$ cat config.mk
export PLATFORM = sky130hd
export DESIGN_NAME = mul_error_scanner
export DESIGN_NICKNAME = d
export VERILOG_FILES = /design/src/rtl/mul_error_scanner.sv
export SDC_FILE = /design/constraint.sdc
export NUM_CORES = 1
export LEC_CHECK = 0
export ABC_AREA = 1
export ABC_CLOCK_PERIOD_IN_PS = 10800
export BUFFER_PORTS_ARGS = -buffer_cell sky130_fd_sc_hd__buf_2
export CAP_MARGIN = 20
export CORE_MARGIN = 1.5
export CORE_UTILIZATION = 45
export CTS_BUF_LIST = sky130_fd_sc_hd__clkbuf_8
export DETAILED_ROUTE_END_ITERATION = 8
export HOLD_SLACK_MARGIN = 0.12
export PLACE_DENSITY = 0.6
export REMOVE_ABC_BUFFERS = 1
export SYNTH_ARGS = -nofsm -noshare
export SYNTH_HDL_FRONTEND = slang
export SYNTH_SLANG_ARGS = --single-unit
$ cat constraint.sdc
create_clock -name clk -period 10.8 [get_ports clk]
set_clock_uncertainty 0.15 [all_clocks]
set_input_delay 1.08 -clock clk [delete_from_list [all_inputs] [get_ports clk]]
set_output_delay 1.08 -clock clk [all_outputs]
set_load 0.01 [all_outputs]
$ cat src/rtl/mul_error_scanner.sv
// rtl/mul_error_scanner.sv - exhaustive operand sweep and error accumulation for an attached multiplier
module mul_error_scanner #(
  parameter int WIDTH  = 8,
  parameter int SETTLE = 1
) (
  input  logic                 clk,
  input  logic                 rst_n,
  input  logic                 start,
  output logic [WIDTH-1:0]     mul_in1,
  output logic [WIDTH-1:0]     mul_in2,
  input  logic [2*WIDTH:0]     mul_out,
  input  logic                 mul_overflow,
  output logic                 busy,
  output logic                 done,
  output logic [2*WIDTH:0]     err_count,
  output logic [4*WIDTH:0]     sum_ed,
  output logic [2*WIDTH:0]     max_ed,
  output logic [2*WIDTH:0]     ovf_count,
  output logic                 first_err_valid,
  output logic [WIDTH-1:0]     first_err_in1,
  output logic [WIDTH-1:0]     first_err_in2
);

  localparam int PW = 2*WIDTH + 1;
  localparam int SW = 4*WIDTH + 1;
  localparam int CW = (SETTLE > 1) ? $clog2(SETTLE) : 1;

  typedef enum logic [1:0] {
    S_IDLE   = 2'd0,
    S_WAIT   = 2'd1,
    S_SAMPLE = 2'd2,
    S_DONE   = 2'd3
  } state_t;

  state_t            state;
  state_t            state_nxt;
  logic [CW-1:0]     settle_cnt;
  logic              accept;
  logic              settle_last;
  logic              last_pair;
  logic [2*WIDTH-1:0] prod;
  logic [PW-1:0]     exact;
  logic [PW-1:0]     ed;

  assign accept      = ((state == S_IDLE) || (state == S_DONE)) && start;
  assign settle_last = (settle_cnt == CW'(SETTLE - 1));
  assign last_pair   = (&mul_in1) && (&mul_in2);

  // mul_out is allowed to exceed any legal product, so the distance is
  // taken in the full PW-bit unsigned domain rather than the product width.
  always_comb begin
    prod  = (2*WIDTH)'(mul_in1) * (2*WIDTH)'(mul_in2);
    exact = {1'b0, prod};
    ed    = (mul_out >= exact) ? (mul_out - exact) : (exact - mul_out);
  end

  always_ff @(posedge clk or negedge rst_n) begin
    if (!rst_n) begin
      state <= S_IDLE;
    end else begin
      state <= state_nxt;
    end
  end

  always_comb begin
    state_nxt = state;
    case (state)
      S_IDLE:   if (start) state_nxt = S_WAIT;
      S_WAIT:   if (settle_last) state_nxt = S_SAMPLE;
      S_SAMPLE: state_nxt = last_pair ? S_DONE : S_WAIT;
      S_DONE:   if (start) state_nxt = S_WAIT;
      default:  state_nxt = S_IDLE;
    endcase
  end

  always_comb begin
    busy = 1'b0;
    done = 1'b0;
    case (state)
      S_WAIT, S_SAMPLE: busy = 1'b1;
      S_DONE:           done = 1'b1;
      default: begin
        busy = 1'b0;
        done = 1'b0;
      end
    endcase
  end

  always_ff @(posedge clk or negedge rst_n) begin
    if (!rst_n) begin
      mul_in1         <= '0;
      mul_in2         <= '0;
      settle_cnt      <= '0;
      err_count       <= '0;
      sum_ed          <= '0;
      max_ed          <= '0;
      ovf_count       <= '0;
      first_err_valid <= 1'b0;
      first_err_in1   <= '0;
      first_err_in2   <= '0;
    end else if (accept) begin
      mul_in1         <= '0;
      mul_in2         <= '0;
      settle_cnt      <= '0;
      err_count       <= '0;
      sum_ed          <= '0;
      max_ed          <= '0;
      ovf_count       <= '0;
      first_err_valid <= 1'b0;
      first_err_in1   <= '0;
      first_err_in2   <= '0;
    end else if (state == S_WAIT) begin
      settle_cnt <= settle_cnt + CW'(1);
    end else if (state == S_SAMPLE) begin
      if (ed != '0) begin
        err_count <= err_count + PW'(1);
        sum_ed    <= sum_ed + SW'(ed);
        if (ed > max_ed) begin
          max_ed <= ed;
        end
        if (!first_err_valid) begin
          first_err_valid <= 1'b1;
          first_err_in1   <= mul_in1;
          first_err_in2   <= mul_in2;
        end
      end
      if (mul_overflow) begin
        ovf_count <= ovf_count + PW'(1);
      end
      // Operands hold at all ones once the final pair is sampled.
      if (!last_pair) begin
        settle_cnt <= '0;
        if (&mul_in1) begin
          mul_in1 <= '0;
          mul_in2 <= mul_in2 + WIDTH'(1);
        end else begin
          mul_in1 <= mul_in1 + WIDTH'(1);
        end
      end
    end
  end

endmodule
# --- Word level (Yosys, flattened, before mapping) ---
# Index checks and enable logic that the tools add are counted.
totals:
  regBits: 120
  out_inout_bits: 119
  wordCells: 106
  inputBits: 21
classes:
  n_reduce_logical: 23
  addsub: 8
  n_eq_ne: 9
  magnitude_cmp: 2
  mul: 1
  muxes: 52
op_table:
  columns: ["op", "count"]
  rows:
  - ["two-way mux 17 bit", 14]
  - ["two-way mux 8 bit", 20]
  - ["two-way mux 33 bit", 4]
  - ["adder 17 x 1 -> 17 bit (second input constant)", 2]
  - ["adder 33 x 17 -> 33 bit", 1]
  - ["greater-or-equal comparator 17 x 16 -> 1 bit", 1]
  - ["greater-than comparator 17 bit", 1]
  - ["nonzero test 17 bit", 1]
  - ["subtractor 16 x 17 -> 17 bit", 1]
  - ["subtractor 17 x 16 -> 17 bit", 1]
  - ["adder 8 x 1 -> 8 bit (second input constant)", 2]
  - ["multiplier 8 x 8 -> 16 bit", 1]
  - ["AND reduction 8 bit", 2]
  - ["AND reduction 4 bit", 3]
  - ["two-way mux 1 bit", 10]
  - ["nonzero test 2 bit", 5]
  - ["AND reduction 3 bit", 3]
  - ["two-way mux 2 bit", 3]
  - ["inequality test 2 bit (second input constant)", 3]
  - ["one-hot mux 2 bit (3 select lines)", 1]
  - ["equality test 2 bit (second input constant)", 2]
  - ["inequality test 2 x 1 -> 1 bit (second input constant)", 2]
  - ["AND reduction 2 bit", 2]
  - ["OR reduction 2 bit", 2]
  - ["7 further kinds", 8]

# --- Logic depth before layout (Yosys ltp) ---
depth:
  word_depth: 9
  depth_mapped: 46
  mapped_depth_nobuf: 44

# --- Least setup slack after synthesis ---
# No wires, ideal clock.
synth_timing:
  kind: "flip-flop to flip-flop"
  start: "register mul_in1[0]"
  end: "register sum_ed[26]"
  period_less_slack_ps: 7514
  path_buffers: 1
  stages_incl_launch_ff: 41
  slack_ps: 3286
  arrival_time_ps: 7287
  required_time_ps: 10574
  setup_time_ps: 76
  cell_sequence: "dfrtp_1 -> clkbuf_1 -> nand2_1 -> fa_1 -> fa_1 -> inv_1 -> fa_1 -> inv_1 -> fa_1 -> inv_1 -> ha_1 -> inv_1 -> nor2_1 -> nor2_1 -> o21ai_0 -> nand2_1 -> a22oi_1 -> xor2_1 -> [5 not listed] -> nand2_1 -> nand2_1 -> nand2_1 -> nor2_4 -> nand3b_1 -> nand2_1 -> inv_1 -> fa_1 -> o21ai_0 -> a21oi_1 -> o21ai_0 -> nand2_1 -> nand2_1 -> nand2_1 -> nand2_1 -> nor2_1 -> nand3b_1 -> o21ai_1"
synth_between:
  elab_chain_cells: 8
  word_cells_on_any_way: 13
  classes_between: "3 x add/sub; 1 x mul; 1 x order compare; 5 x mux; 3 x reduce/logical"
synth_lines:
  columns: ["item", "line_no", "source"]
  rows:
  - ["start, declared", "9", "output logic [WIDTH-1:0] mul_in1,"]
  - ["start signal, assigned", "137", "mul_in1 <= mul_in1 + WIDTH'(1);"]
  - ["multiplier 8 x 8 -> 16 bit (*)", "52", "prod = (2*WIDTH)'(mul_in1) * (2*WIDTH)'(mul_in2);"]
  - ["subtractor 16 x 17 -> 17 bit (tied with other cells)", "54", "ed = (mul_out >= exact) ? (mul_out - exact) : (exact - mul_out);"]
  - ["two-way mux 17 bit (*)", "54", null]
  - ["adder 33 x 17 -> 33 bit", "117", "sum_ed <= sum_ed + SW'(ed);"]
  - ["two-way mux 33 bit", "115", "if (ed != '0) begin"]
  - ["two-way mux 33 bit", "114", "end else if (state == S_SAMPLE) begin"]
  - ["two-way mux 33 bit", "112", "end else if (state == S_WAIT) begin"]
  - ["two-way mux 33 bit", "101", "end else if (accept) begin"]
  - ["end signal, assigned", "117", null]
  - ["end, declared", "16", "output logic [4*WIDTH:0] sum_ed,"]
# Mark *: on every way between the ends. The rest lies on a longest branch, timed or not. The select of a mux whose other input is x is not followed.
# A chain may end at the register's enable or synchronous reset.

# --- Final worst setup path ---
layout_timing:
  start: "register mul_in2[4]"
  end: "register sum_ed[26]"
layout_between:
  elab_chain_cells: 8
  word_cells_on_any_way: 13
  classes_between: "3 x add/sub; 1 x mul; 1 x order compare; 5 x mux; 3 x reduce/logical"
layout_lines:
  columns: ["item", "line_no", "source"]
  rows:
  - ["start, declared", "10", "output logic [WIDTH-1:0] mul_in2,"]
  - ["start signal, assigned", "135", "mul_in2 <= mul_in2 + WIDTH'(1);"]
  - ["multiplier 8 x 8 -> 16 bit (*)", "52", null]
  - ["subtractor 16 x 17 -> 17 bit (tied with other cells)", "54", null]
  - ["two-way mux 17 bit (*)", "54", null]
  - ["adder 33 x 17 -> 33 bit", "117", null]
  - ["two-way mux 33 bit", "115", null]
  - ["two-way mux 33 bit", "114", null]
  - ["two-way mux 33 bit", "112", null]
  - ["two-way mux 33 bit", "101", null]
# Marks and branches as above.

==> impl_metrics.tcl <==
set metrics [dict create \
    outcome "complete, but fails checks" \
    violations "DRC" \
    gp_congestion 0.9061 \
    hold_class "flop to flop" \
    clk_latency_ns 0.46 \
    fp.dieW_um 166.4 \
    grt_max_degree 103 \
    worstSetupEndpointType "flop" \
    wl_per_cell_um 14.42 \
    portBuffers 139 \
    maxSlewHeadroom 0.3806 \
    synth_seq_cells 120 \
    synth_cell_types 53 \
    die_area_mm2 0.02769 \
    via_per_inst 5.071 \
    grt_pass1_vias 10680 \
    combPwrFrac 0.434 \
    p_leak_nw 7.555 \
    track_usage 0.2372 \
    crit_family "adder cells" \
    clkPwrFrac 0.227 \
    synth_top_family_by_area "simple AND/OR/NAND/NOR gates" \
    die_height_um 166.4 \
    p_int_w 0.001043 \
    finalSetupViolations 0 \
    cts_setup_buffers 0 \
    placementRows 59 \
    cts_sinks 120 \
    cts_buffers 17 \
    power_switching_w 0.0008203 \
    fin_util 0.5090 \
    startpoint_type "flop" \
    cp_num_buf_inv 5 \
    layout-drive-gt1-share 0.1206 \
    power.density_mw_per_mm2 140.1 \
    critPathMaxFanout 18 \
    max_stage_delay_ns 0.56 \
    tightest_slew_ns 0.9291 \
    place_ws_ns 2.205 \
    yosys.area.top_type "dfrtp_1" \
    htree_levels 4 \
    crit_slowest_cell "dfrtp_1" \
    synth_cells 1770 \
    clock_path_buffers 2 \
    synthToLayoutAreaGrowth_pct 10.70 \
    cts-hold-fix-buffers 0 \
    cp.required_ns 11.03 \
    synthAdderAreaFrac 0.1795 \
    num_vias 11280 \
    fmax_mhz 115.7 \
    start_util 0.4598 \
    synth_xor_area_frac 0.03936 \
    critical_path_class "flop to flop" \
    switching_share 0.4402 \
    hold_viol 0 \
    setup_ws_ns 2.154 \
    ys_warn_count 0 \
    firstDrtPassIters 7 \
    synth_compound_area_frac 0.09631 \
    period_share 0.8005 \
    nets 2047 \
    rrSetupSlack_ns 2.15 \
    cts_tree "built" \
    synth_mux_area_frac 0 \
    ios 140 \
    grt_pass1_wl_mm 53.69 \
    regArea_mm2 0.003003 \
    first_iter_violations 754 \
    peakVddDrop_mv 0.07986 \
    grt_overflow 0 \
    synthesis.area_mm2 0.01202 \
    n_antenna_cell 0 \
    antenna_found_initial 1 \
    critPathArrivalTime_ns 8.87 \
    final_cell_mix "535 x nand2_1, 304 x inv_1, 138 x buf_2" \
    synth_seq_area_share 0.2499 \
    core_mm2 0.02613 \
    seqPwrFrac 0.339 \
    drtAntennaViolNets 0 \
    synthTopCellsByArea "dfrtp_1 25%, nand2_1 17%, ha_1 11%" \
    syn_avg_cell_area_um2 6.789 \
    cpMostUsedCell "nand2_1" \
    final_common_cell "nand2_1" \
    multi_input_area_mm2 0.007572 \
    tns_ns 0 \
    place_hpwl_mm 24.95 \
    slew_viol_final 0 \
    final.min_clock_period_ns 8.646 \
    nFillCells 2689 \
    clk_pin_slew_worst_paths_ns 0.10 \
    clockRootBuffer "clkbuf_8" \
    max-cap-violations 0 \
    rsz0062_at_grt "false" \
    drc 13 \
    synth_top_area_share 0.2499 \
    totalWireLength_mm 32.08 \
    synthSimpleGateAreaFrac 0.3140 \
    cts.repair.resized 0 \
]
[worst min-delay path, cell delays in order, from the launching register on]
cell	delay, ns
dfrtp_1	0.35
nand2_1	0.05
nand2_1	0.05
[synth_stat cells (all sizes together)]
cell	instances
o22ai	1
clkbuf	35
xnor2	15
o31ai	1
a21o	5
and3	1
fa	39
inv	309
ha	110
nand3	92
nand3b	11
o41ai	1
buf	20
a21oi	88
nor4	3
a221oi	1
o21ai	90
a211oi	2
nor2	124
a22oi	1
nand4	53
dfrtp	120
o21bai	2
nor3	30
o221ai	1
or3b	1
nor3b	2
nand2	544
or2	12
xor2	39
a31o	2
a21boi	1
and2	3
a31oi	3
o2111ai	2
o21a	6
[worst paths after layout]
path	from	to	depth (start not counted)
worst max-delay path	mul_in2[4]	sum_ed[26]	38
worst min-delay path	first_err_in2[0]	first_err_in2[0]	2
max in group asynchronous	rst_n	mul_in2[1]	2
worst max register to register	mul_in2[4]	sum_ed[26]	38
min in group asynchronous	rst_n	max_ed[13]	1
worst min register to register	first_err_in2[0]	first_err_in2[0]	2
[power groups by stage]
| stage | sequential [W] | clock (W) | combinational (W) |
|---|---|---|---|
| global placement | 0.000639 | 0 | 0.000798 |
| floorplan | 0.000651 | 0 | 0.000530 |
| finish | 0.000631 | 0.000423 | 0.000809 |
| detailed placement | 0.000639 | 0 | 0.000806 |
| CTS | 0.000630 | 0.000435 | 0.000810 |
| global route | 0.000645 | 0.000452 | 0.000930 |
[logic make-up (layout without fill, tap and decap cells)]
group / Yosys count / in the layout
buffers and inverters: 364 / 484
adders and majority gates: 149 / 149
and+or+nand+nor: 876 / 876
DFF: 120 / 120
xor gates and xnor gates: 54 / 54
AOI/OAI and AO/OA: 207 / 207
[layout make-up]
cell class                 instances  share of cell area
inverter                         309             0.08719
timing repair buffer             143             0.05625
clock inverter                    14             0.01147
sequential                       120              0.2257
tap                              335             0.03151
multi-input combinational       1286              0.5692
clock buffer                      18             0.01862
[registers in the layout (all words and copies together), names as in the netlist]
signal,flops
err_count,17
first_err_in1,8
settle_cnt,1
mul_in1,8
sum_ed,33
max_ed,17
first_err_in2,8
mul_in2,8
ovf_count,17
first_err_valid,1
state,2
[layer usage]
layer | track usage | wire length (µm) | vias to the layer above
met5 | 0 | 12 | -
met4 | 0.05020 | 335 | 2
met3 | 0.05632 | 2224 | 28
met2 | 0.3729 | 14080 | 295
met1 | 0.3319 | 15430 | 5159
li1 | - | - | 5799
[through the flow]
step	std cells	hold WS, ns	total power, W	instance area [µm²]
after CTS	2224	0.3336	0.001875	13280
after floorplan	1715	0.3586	0.001181	11720
after detailed placement	2192	0.3081	0.001445	12870
after global placement	2192	0.3023	0.001436	12870
final	2225	0.3291	0.001864	13300
after global routing	2225	0.3589	0.002026	13300
Note: power is estimated with default switching activity, not from simulation.
